File: src/rtl/branch_target_buffer_pkg.sv
// Shared predictor definitions: 2-bit counter states, table entry layout and
// the saturating counter step used by the branch target buffer.
package branch_target_buffer_pkg;

  localparam int BTB_MAX_PC_W = 32;

  localparam logic [1:0] ST_SNT = 2'b00;
  localparam logic [1:0] ST_WNT = 2'b01;
  localparam logic [1:0] ST_WT  = 2'b10;
  localparam logic [1:0] ST_ST  = 2'b11;

  // Tag is held zero-extended so one entry layout serves any table depth.
  typedef struct packed {
    logic                    valid;
    logic [BTB_MAX_PC_W-1:0] tag;
    logic [BTB_MAX_PC_W-1:0] target;
    logic [1:0]              ctr;
  } btb_entry_t;

  function automatic logic [1:0] sat2_next(input logic [1:0] ctr, input logic taken);
    if (taken) return (ctr == ST_ST)  ? ST_ST  : ctr + 2'b01;
    else       return (ctr == ST_SNT) ? ST_SNT : ctr - 2'b01;
  endfunction

endpackage

File: src/rtl/branch_target_buffer.sv
// Direct-mapped branch target buffer: zero-latency lookup for fetch, trained by
// resolved branches from EX, plus a saturating misprediction counter.
import branch_target_buffer_pkg::*;

module branch_target_buffer #(
  parameter int ENTRIES = 16,
  parameter int PC_W    = 32
) (
  input  logic            clk,
  input  logic            reset,
  input  logic [PC_W-1:0] if_pc,
  output logic            pred_hit,
  output logic            pred_taken,
  output logic [PC_W-1:0] pred_target,
  input  logic            ex_valid,
  input  logic [PC_W-1:0] ex_pc,
  input  logic            ex_taken,
  input  logic [PC_W-1:0] ex_target,
  input  logic            ex_mispredict,
  input  logic            clear,
  output logic [31:0]     mispredict_cnt
);

  localparam int IDX_W = $clog2(ENTRIES);
  localparam int TAG_W = PC_W - IDX_W - 2;
  localparam int CNT_W = 32;

  if (ENTRIES < 2 || (ENTRIES & (ENTRIES - 1)) != 0) begin : g_bad_entries
    $error("branch_target_buffer: ENTRIES must be a power of two >= 2");
  end
  if (PC_W > BTB_MAX_PC_W || TAG_W < 1) begin : g_bad_pc_w
    $error("branch_target_buffer: PC_W out of range for the entry layout");
  end

  function automatic logic [CNT_W-1:0] sat_inc(input logic [CNT_W-1:0] v, input logic inc);
    return (inc && (v != '1)) ? v + CNT_W'(1) : v;
  endfunction

  btb_entry_t       tbl [ENTRIES];
  logic [CNT_W-1:0] mispredict_cnt_q;

  logic [IDX_W-1:0] lk_idx;
  logic [TAG_W-1:0] lk_tag;
  btb_entry_t       lk_e;
  logic [IDX_W-1:0] up_idx;
  logic [TAG_W-1:0] up_tag;
  btb_entry_t       up_e;
  logic             up_hit;
  logic             unused_pc_lsbs;

  // Word-aligned PCs: the two low bits never select or tag an entry.
  assign unused_pc_lsbs = ^{if_pc[1:0], ex_pc[1:0]};

  assign lk_idx = if_pc[IDX_W+1:2];
  assign lk_tag = if_pc[PC_W-1:IDX_W+2];
  assign lk_e   = tbl[lk_idx];

  assign pred_hit    = lk_e.valid && (lk_e.tag == BTB_MAX_PC_W'(lk_tag));
  assign pred_taken  = pred_hit && lk_e.ctr[1];
  assign pred_target = pred_taken ? lk_e.target[PC_W-1:0] : if_pc + PC_W'(4);

  assign up_idx = ex_pc[IDX_W+1:2];
  assign up_tag = ex_pc[PC_W-1:IDX_W+2];
  assign up_e   = tbl[up_idx];
  assign up_hit = up_e.valid && (up_e.tag == BTB_MAX_PC_W'(up_tag));

  assign mispredict_cnt = mispredict_cnt_q;

  // Clear wins over a same-cycle update; lookups never see a bypassed write.
  always_ff @(posedge clk or posedge reset) begin
    if (reset) begin
      for (int i = 0; i < ENTRIES; i++) tbl[i] <= '0;
      mispredict_cnt_q <= '0;
    end else begin
      mispredict_cnt_q <= sat_inc(mispredict_cnt_q, ex_valid && ex_mispredict);
      if (clear) begin
        for (int i = 0; i < ENTRIES; i++) begin
          tbl[i].valid <= 1'b0;
          tbl[i].ctr   <= ST_SNT;
        end
      end else if (ex_valid) begin
        if (up_hit) begin
          tbl[up_idx].ctr <= sat2_next(up_e.ctr, ex_taken);
          if (ex_taken) tbl[up_idx].target <= BTB_MAX_PC_W'(ex_target);
        end else if (ex_taken) begin
          tbl[up_idx].valid  <= 1'b1;
          tbl[up_idx].tag    <= BTB_MAX_PC_W'(up_tag);
          tbl[up_idx].target <= BTB_MAX_PC_W'(ex_target);
          tbl[up_idx].ctr    <= ST_WT;
        end
      end
    end
  end

endmodule

File: config.mk
export PLATFORM = sky130hd
export DESIGN_NAME = branch_target_buffer
export DESIGN_NICKNAME = d
export VERILOG_FILES = /design/src/rtl/branch_target_buffer_pkg.sv /design/src/rtl/branch_target_buffer.sv
export SDC_FILE = /design/constraint.sdc
export NUM_CORES = 2
export LEC_CHECK = 0
export ABC_AREA = 0
export CAP_MARGIN = 20
export CORE_UTILIZATION = 40
export CTS_CLUSTER_SIZE = 10
export DETAILED_ROUTE_END_ITERATION = 10
export HOLD_SLACK_MARGIN = 0.06
export PLACE_DENSITY = 0.67
export SYNTH_ARGS = -nofsm -noshare
export SYNTH_HDL_FRONTEND = slang
export SYNTH_SLANG_ARGS = --single-unit
File: constraint.sdc
create_clock -name clk -period 98.3 [get_ports clk]
set_input_delay 9.83 -clock clk [delete_from_list [all_inputs] [get_ports clk]]
set_output_delay 9.83 -clock clk [all_outputs]
set_load 0.01 [all_outputs]
Word-level counts from Yosys, hierarchy flattened. Cells that the tools add are included.

Input port bits: 102. Bits in read-only memories: 0. Memory bits (writable): 0. Output and inout port bits: 66. Logic and storage cells: 139. Flip-flop bits (word level): 1104. Memories: 0. Bits in latches: 0.

Eq/ne operators: 4. Shifts and indexed selects: 0. $add $sub $neg: 4. Reductions and logical operators: 12. Magnitude comparators: 3. Bitwise gates (word level): 3. Muxes and demuxes: 48. Multiply operators: 0. Div/mod/pow operators: 0.

Operators by type and width (number): $bwmux W1072 (6); $mux W1072 (4); $demux W67 S4 (4); $bmux W67 S4 (2); $mux W67 (5); $mux W66 (1); $eq A32 B26 Y1 (2); $mux W3 (15); $mux W34 (1); $add A32 B1 Y32 const B (1); $add A32 B3 Y32 const B (1); $mux W32 (1); $ne A32 B32 Y1 const B (1); $mux W2 (8); $ge A5 B5 Y1 const B (2); $not A4 Y5 (2); $logic_and A1 B1 Y1 (6); $lt A5 B1 Y1 const B (1); $reduce_bool A2 Y1 (2); $reduce_and A3 Y1 (1); $reduce_bool A3 Y1 (1); $add A2 B1 Y2 const B (1); $eq A2 B2 Y1 const B (1); $logic_not A2 Y1 (1); other kinds (4) (4).

Logic depth before layout (Yosys ltp).
Word-level depth: 16. Mapped depth: 17. Depth with buffers taken out: 9.

Least setup slack after synthesis. Ideal clock, no wire load.

Path type: in2out. Start point: in if_pc[2]. End point: out pred_target[10]. Setup slack: 75.396 ns. Data required time: 88.470 ns. Path buffers: 7. Cell stages on the path: 10. Arrival time: 13.074 ns. Cells stage by stage: buf_2 buf_2 buf_2 buf_2 buf_2 buf_1 clkbuf_1 mux4_2 mux4_2 mux2_2.

Word-level cells in the longest chain between the ends: 8. Elaborated cells on any way between the ends: 9. Those cells by class: add/sub: 1; eq/ne: 1; mux: 4; bitwise: 1; reduce/logical: 2.

Ends and longest elaborated chain: from (decl) (RTL line branch_target_buffer.sv:11) `input logic [PC_W-1:0] if_pc,`; $not A4 Y5 (implied by the code) (RTL line branch_target_buffer.sv:56) `assign lk_e = tbl[lk_idx];`; $bmux W67 S4 (RTL line branch_target_buffer.sv:56); $mux W67 (implied by the code) (2 in series) (RTL line branch_target_buffer.sv:56); $eq A32 B26 Y1 (RTL line branch_target_buffer.sv:58) `assign pred_hit = lk_e.valid && (lk_e.tag == BTB_MAX_PC_W'(lk_tag));`; $logic_and A1 B1 Y1 (RTL line branch_target_buffer.sv:58); $logic_and A1 B1 Y1 (RTL line branch_target_buffer.sv:59) `assign pred_taken = pred_hit && lk_e.ctr[1];`; $mux W32 (*) (RTL line branch_target_buffer.sv:60) `assign pred_target = pred_taken ? lk_e.target[PC_W-1:0] : if_pc + PC_W'(4);`; to (decl) (RTL line branch_target_buffer.sv:14) `output logic [PC_W-1:0] pred_target,`.

Every way passes the cells marked *; elsewhere a longest branch is shown, timed or not. The select of a mux whose other input is x is not followed.

Final worst setup path.
Start point: in if_pc[3]. End point: out pred_target[12].

Same word-level chain as after synthesis.

==> metrics.txt <==
Die Y-Extent=361 um; Hold Path Class=flop to flop; status=finished, final reports clean; Rel. slew slack=28.5%; vias=31700; CTS-repair resized insts=0; Setup Fix Bufs, Post-CTS=0; fraction of layout cells with a size suffix above 1=37.6%; Synth Register Bits=~1000; Worst EP required=a little under 90000 ps; area delta synth->final=11.8%; critical path launch point type=input pin; CP top delay family=buffers and inverters; initial antenna violation count=13; top-count cell post-synth=dfrtp_1; critical path class=input pin to output pin; NetSw=278 uW; max cap viols=0; CTS Buffer Depth=3; Min Clock Period, post-route=roughly 25000 ps; final antenna-violating net count=0; Internal=just under 800 uW; worst setup margin=73370 ps; Power Total=1060 uW; Netlist Area Pre-Place=51400 um^2; Arr. time, crit path=15100 ps; input/output buffers=165; Post-Layout Inst Area=between 50000 and 60000 um^2; largest net degree at the start of global routing=186; Slew Limit Fails=0; Gate power share=15.4%; syn_nets=around 3600; Post-synth top cells=1008 x dfrtp_1, 742 x mux2_2, 333 x mux4_2, 217 x mux2_1, 191 x clkbuf_1; Clk pwr share=37.3%; CTS sink count=slightly above 1000; Core Area=128000 um^2; VDD IR max=roughly 0.017 mV; FFs w/ async S/R, synth=100%; Pleak=0.0259 uW; largest cells by area after synthesis=dfrtp_1 49%, mux2_2 16%, mux4_2 15%; sequential share of the synthesized area=roughly half; drt initial violations=between 2000 and 3000; slowest cell on the critical path=buf_4; first-pass GRT wire length=roughly 220000 um; drc violations=0; fmax=0.0401 GHz; global route total overflow=0; Power Density=18.4 nW/um^2; Fin Clk Skew=65.1 ps; DR pass1 iterations=5; setup TNS=0 ps; Worst Path Buf+Inv=4; Final setup viols=0; CTS tree=done; Max H-tree Level=3; worst-margin pin slew=around 1100 ps; final worst-path cycle share=about a quarter; # IOs=168; row cnt=131; routability cong.=about 0.85; switch share=26.4%; Num CTS Buffers=about 120; Hold Buf Count CTS=0; Final Hold Fails=0; largest area contributor in the netlist=dfrtp_1; die area=130000 um^2; reg2reg path depth=11; Yosys top cell area share=49.1%; drt wl/cell=27.9 um; hold path cells=1; worst path cell trace=buf_8 -> buf_4 -> mux4_2 -> mux2i_1 -> mux2i_1 -> xnor2_1 -> nand4_1 -> nor4_1 -> nand4_1 -> nand2b_2 -> buf_4 -> mux2_2 -> clkdlybuf4s50_1; Mapped Cells=3487; syn avg cell area=14.7 um^2; RSZ-0062 raised after global routing=no; via/cell ratio=6.09; final net count=3602; Worst setup EP type=output pin; vias in the first global route=32500; Ys Warns=0; Placed Area=54100 um^2; post-DP HPWL=approximately 84000 um; sequential share of power=a little under half; crit-path max FO=82; final WL=145000 um; clk_lat worst skew=780 ps; Starting Density=40.3%; fillcell total=11300; Total Routing Usage GR=22.5%; Max stage delay on crit path=approximately 800 ps; CTS Root Cell=clkbuf_16; clk slew on worst S/H paths=50 ps; chip width=361 um; CP Depth=13; post-synthesis cell type count=62; ys flop type=dfrtp_1; DP Worst Slack=roughly 73000 ps; Post-synth EDFFs=0
routing by layer:
| metal | share of wire, % | routed length (um) | vias up | global-route usage (%) |
|---|---|---|---|---|
| met1 | 44 | 63500 | 17200 | 31.7 |
| met3 | 7.1 | 10300 | 236 | 4.82 |
| met5 | 0.11 | 161 | - | 0 |
| met2 | 47 | 67500 | 1065 | 34.6 |
| li1 | - | - | 13200 | - |
| met4 | 2.5 | 3660 | 22 | 6.77 |
cells in the final DEF (no fill, tap or decap), drive strengths merged, types with 4 or more instances in the layout:
cell	count
a221oi	10
nand4	20
o311ai	13
clkbuf	148
o31ai	8
nor2b	28
o41ai	8
clkinv	12
mux2i	181
buf	66
inv	19
a31o	4
nor3	10
or2	19
a31oi	11
nor2	22
clkdlybuf4s50	156
xor2	37
o211ai	12
nand3	51
nand2	76
a21o	4
nand2b	6
and3	21
a211oi	18
a21oi	25
mux2	959
dfrtp	1008
o21ai	62
and2	12
nor4	12
and4	7
o22ai	7
mux4	333
a2111oi	6
a22oi	40
xnor2	78
a41oi	5
registers in the layout, summed over array words and instances, names as in the netlist:
| name | flops |
|---|---|
| tbl | 976 |
| mispredict_cnt | 32 |
cell families after synthesis:
family                     synth area share [%]
AOI/OAI and AO/OA                          3.42
and+or+nand+nor                            2.93
DFF                                        49.1
xor gates and xnor gates                   1.96
muxes                                      39.1
adders and majority gates                0.0681
buffers and inverters                      3.44
worst paths after layout:
kind,from,end,slack (ps)
max,if_pc[3],pred_target[12],73370
min,mispredict_cnt[11],mispredict_cnt[11],490
max reg2reg,tbl[840],tbl[186],92780
min reg2reg,mispredict_cnt[11],mispredict_cnt[11],490
max in group asynchronous,reset,tbl[254],85450
min in group asynchronous,reset,tbl[405],9630
stage by stage:
step                hold slack, ps  cells  utilization (%)
finish                         489   5204             45.1
global route                   508   5203             45.1
CTS                            492   5202             45.1
detailed placement             483   5042             42.5
global placement               476   5042             42.5
floorplan                      474   3487                -
power groups by stage:
stage	clock network (uW)	logic, uW	registers (uW)
after floorplan	0	121	497
after global placement	0	159	503
after detailed placement	0	163	505
after CTS	402	163	498
after global routing	420	175	506
final	394	162	499
layout make-up:
type | count | area (um^2) | area share, %
repair buffers | 223 | 2140 | 3.72
well taps | 1662 | 2080 | 3.62
clock buffers | 147 | 3120 | 5.43
multi-input cells | 2131 | 24600 | 42.8
diodes | 2 | 5.00 | 0.00870
flip-flops and latches | 1008 | 25200 | 43.9
clock inverters | 13 | 234 | 0.407
inverters | 18 | 75.1 | 0.131
Note: power is estimated with default switching activity, not from simulation.
